<file path="src/rtl/snake_sub_arbiter_if.sv">
// snake_sub_arbiter_if: request and response bundle of the shared 5-bit subtractor.
// The master modport is the requester/consumer side; the slave modport is the arbiter.
// Both channels use valid/ready. A transfer happens on a rising edge where valid and
// ready are both high. The source holds valid and its payload stable until that edge.
// It may withdraw a request before it is granted; the request is then not performed.
interface snake_sub_arbiter_if #(
  parameter int NUM_REQ = 4,
  parameter int WIDTH   = 5
);
  localparam int IDW = $clog2(NUM_REQ);

  logic [NUM_REQ-1:0]       req_valid;
  logic [NUM_REQ*WIDTH-1:0] req_a;
  logic [NUM_REQ*WIDTH-1:0] req_b;
  logic [NUM_REQ-1:0]       req_ready;
  logic                     rsp_valid;
  logic                     rsp_ready;
  logic [IDW-1:0]           rsp_id;
  logic [WIDTH-1:0]         rsp_diff;
  logic                     rsp_borrow;
  logic                     rsp_zero;

  modport master (
    output req_valid, req_a, req_b, rsp_ready,
    input  req_ready, rsp_valid, rsp_id, rsp_diff, rsp_borrow, rsp_zero
  );

  modport slave (
    input  req_valid, req_a, req_b, rsp_ready,
    output req_ready, rsp_valid, rsp_id, rsp_diff, rsp_borrow, rsp_zero
  );
endinterface

</file>
<file path="src/rtl/snake_sub_arbiter.sv">
// snake_sub_arbiter: round-robin sharing of one A + ~B + 1 subtract unit.
// Flow is IDLE (grant) -> CALC (subtract) -> DONE (hold the response until it is accepted).
// Optional macro SNAKE_SUB_ABS_EN makes the unit return |A - B|.
// In that mode the operands are swapped when A < B; rsp_borrow still reports A < B.
module snake_sub_arbiter #(
  parameter int NUM_REQ = 4,
  parameter int WIDTH   = 5
) (
  input  logic                 clk,
  input  logic                 reset,
  snake_sub_arbiter_if.slave   bus,
  output logic [1:0]           dbg_state
);
  localparam int IDW = $clog2(NUM_REQ);

  typedef enum logic [1:0] {
    IDLE = 2'd0,
    CALC = 2'd1,
    DONE = 2'd2
  } state_t;

  state_t           state, state_next;
  logic [IDW-1:0]   ptr;
  logic [IDW-1:0]   grant_idx;
  logic             grant_found;
  logic [IDW:0]     rr_sum;
  logic [IDW-1:0]   rr_idx;
  logic [WIDTH-1:0] op_a, op_b;
  logic [IDW-1:0]   op_id;
  logic             sub_swap;
  logic [WIDTH-1:0] sub_x, sub_y;
  logic [WIDTH:0]   sub_sum;
  logic             calc_borrow;

  // Round-robin search: the first valid requester at or after ptr, wrapping modulo NUM_REQ.
  always_comb begin
    grant_found = 1'b0;
    grant_idx   = '0;
    rr_sum      = '0;
    rr_idx      = '0;
    for (int k = 0; k < NUM_REQ; k++) begin
      rr_sum = {1'b0, ptr} + (IDW+1)'(k);
      rr_idx = (rr_sum >= (IDW+1)'(NUM_REQ)) ? IDW'(rr_sum - (IDW+1)'(NUM_REQ)) : IDW'(rr_sum);
      if (!grant_found && bus.req_valid[rr_idx]) begin
        grant_found = 1'b1;
        grant_idx   = rr_idx;
      end
    end
  end

  // State register.
  always_ff @(posedge clk) begin
    if (reset) state <= IDLE;
    else       state <= state_next;
  end

  // Next state and grant. req_ready is never driven while reset is high.
  always_comb begin
    state_next    = state;
    bus.req_ready = '0;
    case (state)
      IDLE: begin
        if (grant_found) begin
          state_next = CALC;
          if (!reset) bus.req_ready[grant_idx] = 1'b1;
        end
      end
      CALC:    state_next = DONE;
      DONE:    if (bus.rsp_ready) state_next = IDLE;
      default: state_next = IDLE;
    endcase
  end

  // Capture the winner's operands and advance the round-robin pointer past it.
  always_ff @(posedge clk) begin
    if (reset) begin
      ptr   <= '0;
      op_a  <= '0;
      op_b  <= '0;
      op_id <= '0;
    end else if (state == IDLE && grant_found) begin
      op_a  <= bus.req_a[grant_idx*WIDTH +: WIDTH];
      op_b  <= bus.req_b[grant_idx*WIDTH +: WIDTH];
      op_id <= grant_idx;
      ptr   <= (grant_idx == IDW'(NUM_REQ-1)) ? '0 : grant_idx + IDW'(1);
    end
  end

  // The single subtract unit. The carry-out is the inverted borrow.
  // In absolute mode the operands are swapped, so the carry is always set.
  // The borrow then comes from the swap decision.
  always_comb begin
`ifdef SNAKE_SUB_ABS_EN
    sub_swap = (op_a < op_b);
`else
    sub_swap = 1'b0;
`endif
    sub_x       = sub_swap ? op_b : op_a;
    sub_y       = sub_swap ? op_a : op_b;
    sub_sum     = {1'b0, sub_x} + {1'b0, ~sub_y} + (WIDTH+1)'(1);
    calc_borrow = sub_swap | ~sub_sum[WIDTH];
  end

  // Response registers: loaded in CALC and held through DONE.
  always_ff @(posedge clk) begin
    if (reset) begin
      bus.rsp_id     <= '0;
      bus.rsp_diff   <= '0;
      bus.rsp_borrow <= 1'b0;
      bus.rsp_zero   <= 1'b0;
    end else if (state == CALC) begin
      bus.rsp_id     <= op_id;
      bus.rsp_diff   <= sub_sum[WIDTH-1:0];
      bus.rsp_borrow <= calc_borrow;
      bus.rsp_zero   <= (sub_sum[WIDTH-1:0] == '0);
    end
  end

  assign bus.rsp_valid = (state == DONE);
  assign dbg_state     = state;
endmodule

</file>
<file path="src/flat_wrapper.sv">
// flat-port wrapper written by rule: the top's interface ports become plain ports
module snake_sub_arbiter_flat 
#(
  parameter int NUM_REQ = 4,
  parameter int WIDTH   = 5
)
  (clk, reset, dbg_state, bus_req_valid, bus_req_a, bus_req_b, bus_rsp_ready, bus_req_ready, bus_rsp_valid, bus_rsp_id, bus_rsp_diff, bus_rsp_borrow, bus_rsp_zero);
  snake_sub_arbiter_if #(.NUM_REQ(NUM_REQ), .WIDTH(WIDTH)) bus_i ();
  input  logic clk;
  input  logic reset;
  output logic [1:0] dbg_state;
  input wire logic [$bits(bus_i.req_valid)-1:0] bus_req_valid;
  input wire logic [$bits(bus_i.req_a)-1:0] bus_req_a;
  input wire logic [$bits(bus_i.req_b)-1:0] bus_req_b;
  input wire logic [$bits(bus_i.rsp_ready)-1:0] bus_rsp_ready;
  output wire logic [$bits(bus_i.req_ready)-1:0] bus_req_ready;
  output wire logic [$bits(bus_i.rsp_valid)-1:0] bus_rsp_valid;
  output wire logic [$bits(bus_i.rsp_id)-1:0] bus_rsp_id;
  output wire logic [$bits(bus_i.rsp_diff)-1:0] bus_rsp_diff;
  output wire logic [$bits(bus_i.rsp_borrow)-1:0] bus_rsp_borrow;
  output wire logic [$bits(bus_i.rsp_zero)-1:0] bus_rsp_zero;
  assign bus_i.req_valid = bus_req_valid;
  assign bus_i.req_a = bus_req_a;
  assign bus_i.req_b = bus_req_b;
  assign bus_i.rsp_ready = bus_rsp_ready;
  assign bus_req_ready = bus_i.req_ready;
  assign bus_rsp_valid = bus_i.rsp_valid;
  assign bus_rsp_id = bus_i.rsp_id;
  assign bus_rsp_diff = bus_i.rsp_diff;
  assign bus_rsp_borrow = bus_i.rsp_borrow;
  assign bus_rsp_zero = bus_i.rsp_zero;
  snake_sub_arbiter #(.NUM_REQ(NUM_REQ), .WIDTH(WIDTH)) u_core (.clk(clk), .reset(reset), .bus(bus_i), .dbg_state(dbg_state));
endmodule
</file>
<file path="config.mk">
export PLATFORM = sky130hd
export DESIGN_NAME = snake_sub_arbiter_flat
export DESIGN_NICKNAME = d
export VERILOG_FILES = /design/src/rtl/snake_sub_arbiter_if.sv /design/src/rtl/snake_sub_arbiter.sv /design/src/flat_wrapper.sv
export SDC_FILE = /design/constraint.sdc
export NUM_CORES = 1
export LEC_CHECK = 0
export CAP_MARGIN = 30
export CORE_MARGIN = 1
export CORE_UTILIZATION = 40
export CTS_BUF_LIST = sky130_fd_sc_hd__clkbuf_4
export DETAILED_ROUTE_END_ITERATION = 12
export GPL_TIMING_DRIVEN = 0
export PLACE_DENSITY_LB_ADDON = 0.15
export SLEW_MARGIN = 20
export SYNTH_ARGS = -nofsm -noshare
export SYNTH_HDL_FRONTEND = slang
export SYNTH_SLANG_ARGS = --single-unit
</file>
<file path="constraint.sdc">
create_clock -name clk -period 1.8 [get_ports clk]
set_input_delay 0.27 -clock clk [delete_from_list [all_inputs] [get_ports clk]]
set_output_delay 0.27 -clock clk [all_outputs]
set_load 0.03 [all_outputs]
</file>
**Yosys cells after proc, flatten, opt, wreduce, memory -nomap -nowiden**

Index checks and enable logic that the tools add are counted.

- Input bits: 47
- Output and inout port bits: 16
- Register bits: 25
- Word-level logic and storage cells: 79
- Memory bits (read-only): 0
- Memories kept: 0
- Latch bits: 0
- Memory bits (writable): 0

- Order comparisons: 10
- Add/sub/neg operators: 10
- Divide/modulo/power cells: 0
- Bitwise operators: 2
- $mul: 1
- Equality and inequality tests: 5
- Reductions and logical operators: 11
- Mux-type cells: 29
- Shift-type cells: 2

Operators with widths:

| operator | number |
|---|---|
| $shiftx 20x6->5 | 2 |
| $mux 2 | 11 |
| $lt 2x3->1 const B | 5 |
| $mux 4 | 3 |
| $ge 3x3->1 const B | 3 |
| $mux 1 | 9 |
| $bmux 1 s2 | 4 |
| $sub 2x1->2 const B | 4 |
| $add 2x2->3 const B | 2 |
| $add 5x5->6 | 1 |
| $add 6x1->6 const B | 1 |
| $pmux 2 s3 | 1 |
| $logic_and 1x1->1 | 5 |
| $logic_not 5->1 | 1 |
| $mul 2x3->5 const B | 1 |
| $not 5->5 | 1 |
| $eq 2x2->1 const B | 2 |
| $add 2x1->3 const B | 1 |
| $ge 2x3->1 const B | 1 |
| $logic_not 1->1 | 3 |
| $add 2x1->2 const B | 1 |
| $demux 1 s2 | 1 |
| $eq 2x1->1 const B | 1 |
| $ge 2x1->1 const B | 1 |
| 5 further kinds | 5 |

**Logic depth before layout (Yosys ltp)**

Gate-level depths: netlist (run 1).

- Depth in word-level cells: 21
- Mapped depth: 9
- Gate-level depth less buffers: 8

**Least setup slack after synthesis (run 1)**

Ideal clock, no wire load.

- Kind: reg-to-reg
- Start: reg u_core.state[0], in the netlist u_core.dbg_state[0]
- End: reg u_core.op_a[0]
- Stages on the path, launching flop included: 6
- Library setup time: 83 ps
- Arrival time: 1914 ps
- Required time: 1717 ps
- Path buffers: 0
- Setup slack: -197 ps
- Period minus slack after synthesis: 1997 ps
- Path through: dfxtp_1 > nor2_1 > o21ai_1 > nor3_1 > a22oi_1 > o221ai_1

- Word-level cells in the longest chain between the ends: 2

RTL lines:

| item | RTL line | text |
|---|---|---|
| from (decl) | snake_sub_arbiter.sv:22 | `state_t state, state_next;` |
| from (signal assigned) | snake_sub_arbiter.sv:54 | `else state <= state_next;` |
| $logic_not 2->1 | snake_sub_arbiter.sv:81 | `end else if (state == IDLE && grant_found) begin` |
| $logic_and 1x1->1 | snake_sub_arbiter.sv:81 |  |
| to (signal assigned) | snake_sub_arbiter.sv:82 | `op_a <= bus.req_a[grant_idx*WIDTH +: WIDTH];` |
| to (decl) | snake_sub_arbiter.sv:28 | `logic [WIDTH-1:0] op_a, op_b;` |

No other way between the ends.
A chain may end at the register's enable or synchronous reset.

**Final worst setup path (run 1)**

- Start: reg u_core.ptr[1]
- End: out bus_req_ready[3]

- Word-level cells in the longest chain between the ends: 21

RTL lines:

| item | RTL line | text |
|---|---|---|
| from (decl) | snake_sub_arbiter.sv:23 | `logic [IDW-1:0] ptr;` |
| from (signal assigned) | snake_sub_arbiter.sv:85 | `ptr <= (grant_idx == IDW'(NUM_REQ-1)) ? '0 : grant_idx + IDW'(1);` |
| branches (longest 19 deep; another with $add 2x1->3) | - |  |
| $mux 4 (*) | snake_sub_arbiter.sv:63 | `if (grant_found) begin` |
| $mux 4 (*) | snake_sub_arbiter.sv:61 | `case (state)` |
| to (decl) | flat_wrapper.sv:16 | `output wire logic [$bits(bus_i.req_ready)-1:0] bus_req_ready;` |

Every way passes the cells marked *. The select of a mux whose other input is x is not followed.

==> results of run 1 <==
## through the flow
stage / hold WS (ns) / instances / area [um2]
floorplan: 0.369 / 174 / 1540
global placement: 0.443 / 281 / 2210
detailed placement: 0.445 / 281 / 2210
CTS: 0.411 / 290 / 2310
global route: 0.401 / 304 / 2490
finish: 0.421 / 304 / 2490
## routing by layer
metal	wire length, um	vias to the layer above
li1	-	805
met1	1730	704
met2	1920	59
met3	208	0
met4	0	0
met5	0	-
## path summary, 6_finish.rpt
| path | start | endpoint | slack (ns) | depth (start not counted) |
|---|---|---|---|---|
| setup / recovery | u_core.ptr[1] | bus_req_ready[3] | -0.32 | 7 |
| hold / removal | bus_req_valid[0] | u_core.op_id[1] | 0.42 | 5 |
| setup reg to reg | u_core.op_a[0] | u_core.bus.rsp_zero | -0.12 | 7 |
| hold reg to reg | u_core.bus.rsp_id[0] | u_core.bus.rsp_id[0] | 0.46 | 2 |
## power groups by stage
stage | sequential [mW] | combinational (mW) | clock [mW]
6_report | 0.698 | 1.05 | 0.264
5_1_grt | 0.709 | 1.14 | 0.299
4_1_cts | 0.695 | 0.910 | 0.276
3_5_place_dp | 0.705 | 0.863 | 0
3_3_place_gp | 0.704 | 0.855 | 0
2_1_floorplan | 0.753 | 0.528 | 0
## cell usage in the layout (no fill, tap or decap), types with 5 or more instances in the layout
cell / n
inv_1: 13
a21oi_1: 12
buf_6: 9
mux2i_1: 15
a22oi_1: 5
clkdlybuf4s50_1: 51
o221ai_1: 10
buf_4: 16
nand2_1: 17
dfxtp_1: 23
o21ai_0: 5
or3_1: 6
## what timing repair did
| action | in CTS | in global routing |
|---|---|---|
| gates resized for setup | 40 | 25 |
| buffers inserted | 5 | 14 |
| cloned | 1 | 0 |
| endpoints found under the setup margin | 17 | 10 |
| hold endpoints to repair | 0 | 0 |
| pin swaps | 4 | 12 |
## kinds of logic (layout without fill, tap and decap cells)
family	Yosys count	after routing	share of synthesized area
buffers and inverters	24	108	0.0737
adders and majority gates	7	7	0.0630
muxes	16	16	0.109
AOI/OAI and AO/OA	52	52	0.242
xor gates and xnor gates	1	1	0.00580
DFF	25	25	0.331
and+or+nand+nor	49	49	0.175
## registers in the layout, summed over array words and instances, names as in the netlist
name / count
u_core.op_b: 5
u_core.bus.rsp_diff: 5
u_core.bus.rsp_id: 2
u_core.op_id: 2
u_core.dbg_state: 2
u_core.bus.rsp_zero: 1
u_core.bus.rsp_borrow: 1
u_core.ptr: 2
u_core.op_a: 5
## final cells by class
type                            count  share of cell area
Timing Repair Buffer               81               0.313
Multi-Input combinational cell    125               0.400
Tap cell                           46              0.0231
Buffer                              8              0.0277
Clock buffer                        3             0.00905
Clock inverter                      1             0.00302
Inverter                           15              0.0226
Sequential cell                    25               0.202
## worst min-delay path, delay by kind of cell
kind	cells	cell delay (ns)
AOI/OAI and AO/OA	2	0.13
buffers and inverters	2	0.24
and+or+nand+nor	1	0.06
==> impl_metrics.env, run 1 <==
export IMPL_status="finished with violations"
export IMPL_violations="setup timing"
export IMPL_min_period_ns=2.12
export IMPL_rows=21
export IMPL_async_reset_ff_frac=0
export IMPL_tns_ns=-0.870
export IMPL_synth_main_ff_cell="dfxtp_1"
export IMPL_grt_pass1_vias=1477
export IMPL_fmax_mhz=472
export IMPL_hpwl_um=2850
export IMPL_portBuffers=61
export IMPL_slowest_delay_ns=0.36
export IMPL_synth_top_area_share=0.331
export IMPL_leakage_nw=1.01
export IMPL_max_cap_violations=0
export IMPL_cp_end_kind="output pin"
export IMPL_areaGrowthSynthToFinish_pct=64.8
export IMPL_slew_violations=0
export IMPL_antenna_left=0
export IMPL_yosys_area_top_type="dfxtp_1"
export IMPL_wirelength_um=3870
export IMPL_post_drt_wl_per_cell_um=12.7
export IMPL_hold_class="in -> reg"
export IMPL_busiest_layer="met2"
export IMPL_die_h_um=63.4
export IMPL_grtUsageMet2=0.346
export IMPL_synth_seq_cells=25
export IMPL_cellPowerDensity_mw_per_mm2=807
export IMPL_path_buf_inv=2
export IMPL_gp_congestion=0.795
export IMPL_cts_hold_buf=0
export IMPL_antenna_found_initial=0
export IMPL_power_switching_uw=732
export IMPL_regArea_um2=503
export IMPL_fill_cells=293
export IMPL_n_antenna_cell=0
export IMPL_vdd_drop_max_v=0.000410
export IMPL_die_x_um=63.4
export IMPL_synth_cells=174
export IMPL_crit_type="reg -> out"
export IMPL_vias=1568
export IMPL_netlist_area_mm2=0.00151
export IMPL_crit_family="flip-flops"
export IMPL_hold_viol=0
export IMPL_synth_nets=228
export IMPL_gr_usage_met3=0.0290
export IMPL_grt_ovfl_total=0
export IMPL_htreeDepth=1
export IMPL_syn_area_per_cell_um2=8.68
export IMPL_cpMostUsedCell="buf_6"
export IMPL_clockBufferDepth=2
export IMPL_multi_input_area_um2=995
export IMPL_grt_max_degree=16
export IMPL_synth_edff_count=0
export IMPL_power_mw=2.01
export IMPL_crit_arrival_ns=1.85
export IMPL_critPathLaunchType="register"
export IMPL_io_pins=63
export IMPL_cts_inserted_buffers=3
export IMPL_p_sw_frac=0.364
export IMPL_path_clk_slew_ns=0.14
export IMPL_drt_vias_per_instance=5.16
export IMPL_worst_pin_slew_ns=0.452
export IMPL_pwr_share_comb=0.521
export IMPL_yosysSeqAreaShare=0.331
export IMPL_grt_pass1_wl_um=6310
export IMPL_crit_slowest_cell="dfxtp_2"
export IMPL_cts_sink_count=25
export IMPL_clock_latency_ns=0.32
export IMPL_yosys_top_cells_count="dfxtp_1 (25), nand2_1 (18), inv_1 (15), mux2i_1 (15), a21oi_1 (13)"
export IMPL_cts_tree="yes"
export IMPL_finish_net_count=313
export IMPL_pre_cts_ws_ns=-1.10
export IMPL_setup_violations=5
export IMPL_pwr_share_clk=0.131
export IMPL_worst_clock_skew_ns=0.00220
export IMPL_required_ns=1.53
export IMPL_timing_final_crit_share=1.18
export IMPL_drc=0
export IMPL_drt_iter0_markers=96
export IMPL_yosys_top_cells_area="dfxtp_1 (33%), mux2i_1 (9.9%), o221ai_1 (5.8%)"
export IMPL_die_area_mm2=0.00403
export IMPL_layout_drive_gt1_share=0.221
export IMPL_fin_ws_ns=-0.317
export IMPL_first_pass_iters=4
export IMPL_seqPwrFrac=0.348
export IMPL_final_util=0.718
export IMPL_core_area_mm2=0.00347
export IMPL_rsz0062_at_grt="yes"
export IMPL_crit_fanout=5
export IMPL_yosysUniqueCellTypes=40
export IMPL_yosysWarningCount=0
export IMPL_clock_root_buffer="clkbuf_4"
export IMPL_maxSlewHeadroom=0.699
export IMPL_yosysMostFrequentCell="dfxtp_1"
export IMPL_intPower_mw=1.28
export IMPL_use_met1=0.241
export IMPL_track_usage=0.193
export IMPL_path_cells="buf_6, mux2_4, a32o_2, nor2_8, ha_4, and2_4, buf_6"
export IMPL_initial_core_util=0.435
Power figures use the tool's default switching activity.
==> run 2, diff against run 1 <==
--- a/config.mk
+++ b/config.mk
@@ -12,6 +12,7 @@
 export DETAILED_ROUTE_END_ITERATION = 12
 export GPL_TIMING_DRIVEN = 0
 export PLACE_DENSITY_LB_ADDON = 0.15
+export SKIP_LAST_GASP = 1
 export SLEW_MARGIN = 20
 export SYNTH_ARGS = -nofsm -noshare
 export SYNTH_HDL_FRONTEND = slang
==> impl_metrics.env, run 2 (synthesis gave the netlist of run 1 again) <==
export IMPL_required_ns=1.53
export IMPL_cpMostUsedCell="buf_6"
export IMPL_post_drt_wl_per_cell_um=12.6
export IMPL_initial_core_util=0.435
export IMPL_drc=0
export IMPL_final_util=0.716
export IMPL_clockBufferDepth=2
export IMPL_worstHoldPathCells=5
export IMPL_n_antenna_cell=0
export IMPL_slowest_delay_ns=0.36
export IMPL_core_area_mm2=0.00347
export IMPL_worst_pin_slew_ns=0.450
export IMPL_crit_slowest_cell="dfxtp_2"
export IMPL_slew_violations=0
export IMPL_final_cell_mix="clkdlybuf4s50_1 (53), dfxtp_1 (23), nand2_1 (17)"
export IMPL_post_dp_cell_area_mm2=0.00221
export IMPL_layout_cells_most_common="clkdlybuf4s50_1"
export IMPL_setup_violations=6
export IMPL_gp_congestion=0.795
export IMPL_critPathLaunchType="register"
export IMPL_reg2regPathDepth=7
export IMPL_clock_root_buffer="clkbuf_4"
export IMPL_antenna_found_initial=0
export IMPL_status="finished with violations"
export IMPL_maxSlewHeadroom=0.700
export IMPL_finish_net_count=313
export IMPL_fin_cells=304
export IMPL_hold_viol=0
export IMPL_portBuffers=61
export IMPL_first_pass_iters=4
export IMPL_pre_cts_ws_ns=-1.10
export IMPL_drt_vias_per_instance=5.16
export IMPL_crit_type="reg -> out"
export IMPL_areaGrowthSynthToFinish_pct=64.5
export IMPL_htreeDepth=1
export IMPL_grt_pass1_wl_um=6310
export IMPL_rows=21
export IMPL_die_h_um=63.4
export IMPL_cts_hold_buf=0
export IMPL_antenna_left=0
export IMPL_layout_drive_gt1_share=0.221
export IMPL_vdd_drop_max_v=0.000407
export IMPL_worst_clock_skew_ns=0.00351
export IMPL_max_cap_violations=0
export IMPL_cts_inserted_buffers=3
export IMPL_path_clk_slew_ns=0.14
export IMPL_cellPowerDensity_mw_per_mm2=806
export IMPL_die_area_mm2=0.00403
export IMPL_hold_class="in -> reg"
export IMPL_grt_max_degree=16
export IMPL_hpwl_um=2850
export IMPL_clock_latency_ns=0.32
export IMPL_violations="setup timing"
export IMPL_placed_cells=281
export IMPL_path_cells="buf_6, mux2_4, a32o_2, nor2_8, ha_4, and2_4, buf_6"
export IMPL_fin_ws_ns=-0.315
export IMPL_timing_final_crit_share=1.17
export IMPL_io_pins=63
export IMPL_drt_iter0_markers=103
export IMPL_rsz0062_at_grt="yes"
export IMPL_grt_ovfl_total=0
export IMPL_largest_registers="u_core.bus.rsp_diff x5, u_core.op_a x5, u_core.op_b x5"
export IMPL_leakage_nw=0.983
export IMPL_stdcell_area_mm2=0.00248
export IMPL_track_usage=0.193
export IMPL_crit_fanout=5
export IMPL_wirelength_um=3830
export IMPL_min_period_ns=2.11
export IMPL_cts_sink_count=25
export IMPL_die_x_um=63.4
export IMPL_cts_tree="yes"
export IMPL_crit_arrival_ns=1.84
export IMPL_vias=1569
export IMPL_cp_end_kind="output pin"
export IMPL_fill_cells=295
export IMPL_fmax_mhz=473
export IMPL_grt_pass1_vias=1477
-- run 2: cell count changes in the layout (fill, tap and decap cells not counted), sizes merged --
cell	before	now
dlymetal6s2s	2	0
clkdlybuf4s50	51	53
-- run 2: cell type report --
class                           instances  area, um2  area share
Inverter                               15       56.3      0.0227
Tap cell                               46       57.6      0.0232
Buffer                                  8       68.8      0.0277
Sequential cell                        25        503       0.203
Timing Repair Buffer                   81        773       0.311
Clock inverter                          1       7.51     0.00302
Multi-Input combinational cell        125        995       0.401
Clock buffer                            3       22.5     0.00907
-- run 2: path summary, 6_finish.rpt --
kind                         from                    to  slack [ns]
min              bus_req_valid[0]       u_core.op_id[1]        0.42
max                 u_core.ptr[1]      bus_req_ready[3]       -0.31
min reg2reg  u_core.bus.rsp_id[0]  u_core.bus.rsp_id[0]        0.46
max reg2reg        u_core.op_a[0]   u_core.bus.rsp_zero       -0.12
-- run 2: critical path, delay by kind of cell, from the launching register on --
kind	cells	cell delay, ns
simple gates	2	0.24
mux	1	0.29
buf+inv	2	0.23
flops	1	0.36
compound gates	1	0.27
fa+ha+maj	1	0.14
-- run 2: power by group --
part / leakage (nW) / internal (mW) / total [mW] / switching [mW]
Clock: 0.0139 / 0.0849 / 0.260 / 0.175
Sequential: 0.206 / 0.642 / 0.698 / 0.0567
Combinational: 0.763 / 0.550 / 1.04 / 0.494
Total: 0.983 / 1.28 / 2.00 / 0.726
-- run 2: repair_timing --
action	CTS	global route
gates resized for setup	40	23
cloned	1	0
pin swaps	4	10
setup endpoints to repair	17	10
buffers inserted	5	14
-- run 2: stage by stage --
stage               TNS [ns]  power, mW  hold WS (ns)
floorplan            -0.0474       1.28         0.369
global placement       -9.58       1.56         0.443
detailed placement    -10.09       1.57         0.445
CTS                    -1.08       1.88         0.411
global route           -1.48       2.15         0.401
finish                -0.859       2.00         0.422
-- run 2: per-layer routing --
layer	share of wire	vias to the layer above	GRT usage
met5	0	-	0
met4	0	0	0.0426
met3	0.055	0	0.0290
met2	0.50	60	0.346
met1	0.44	705	0.241
li1	-	804	-
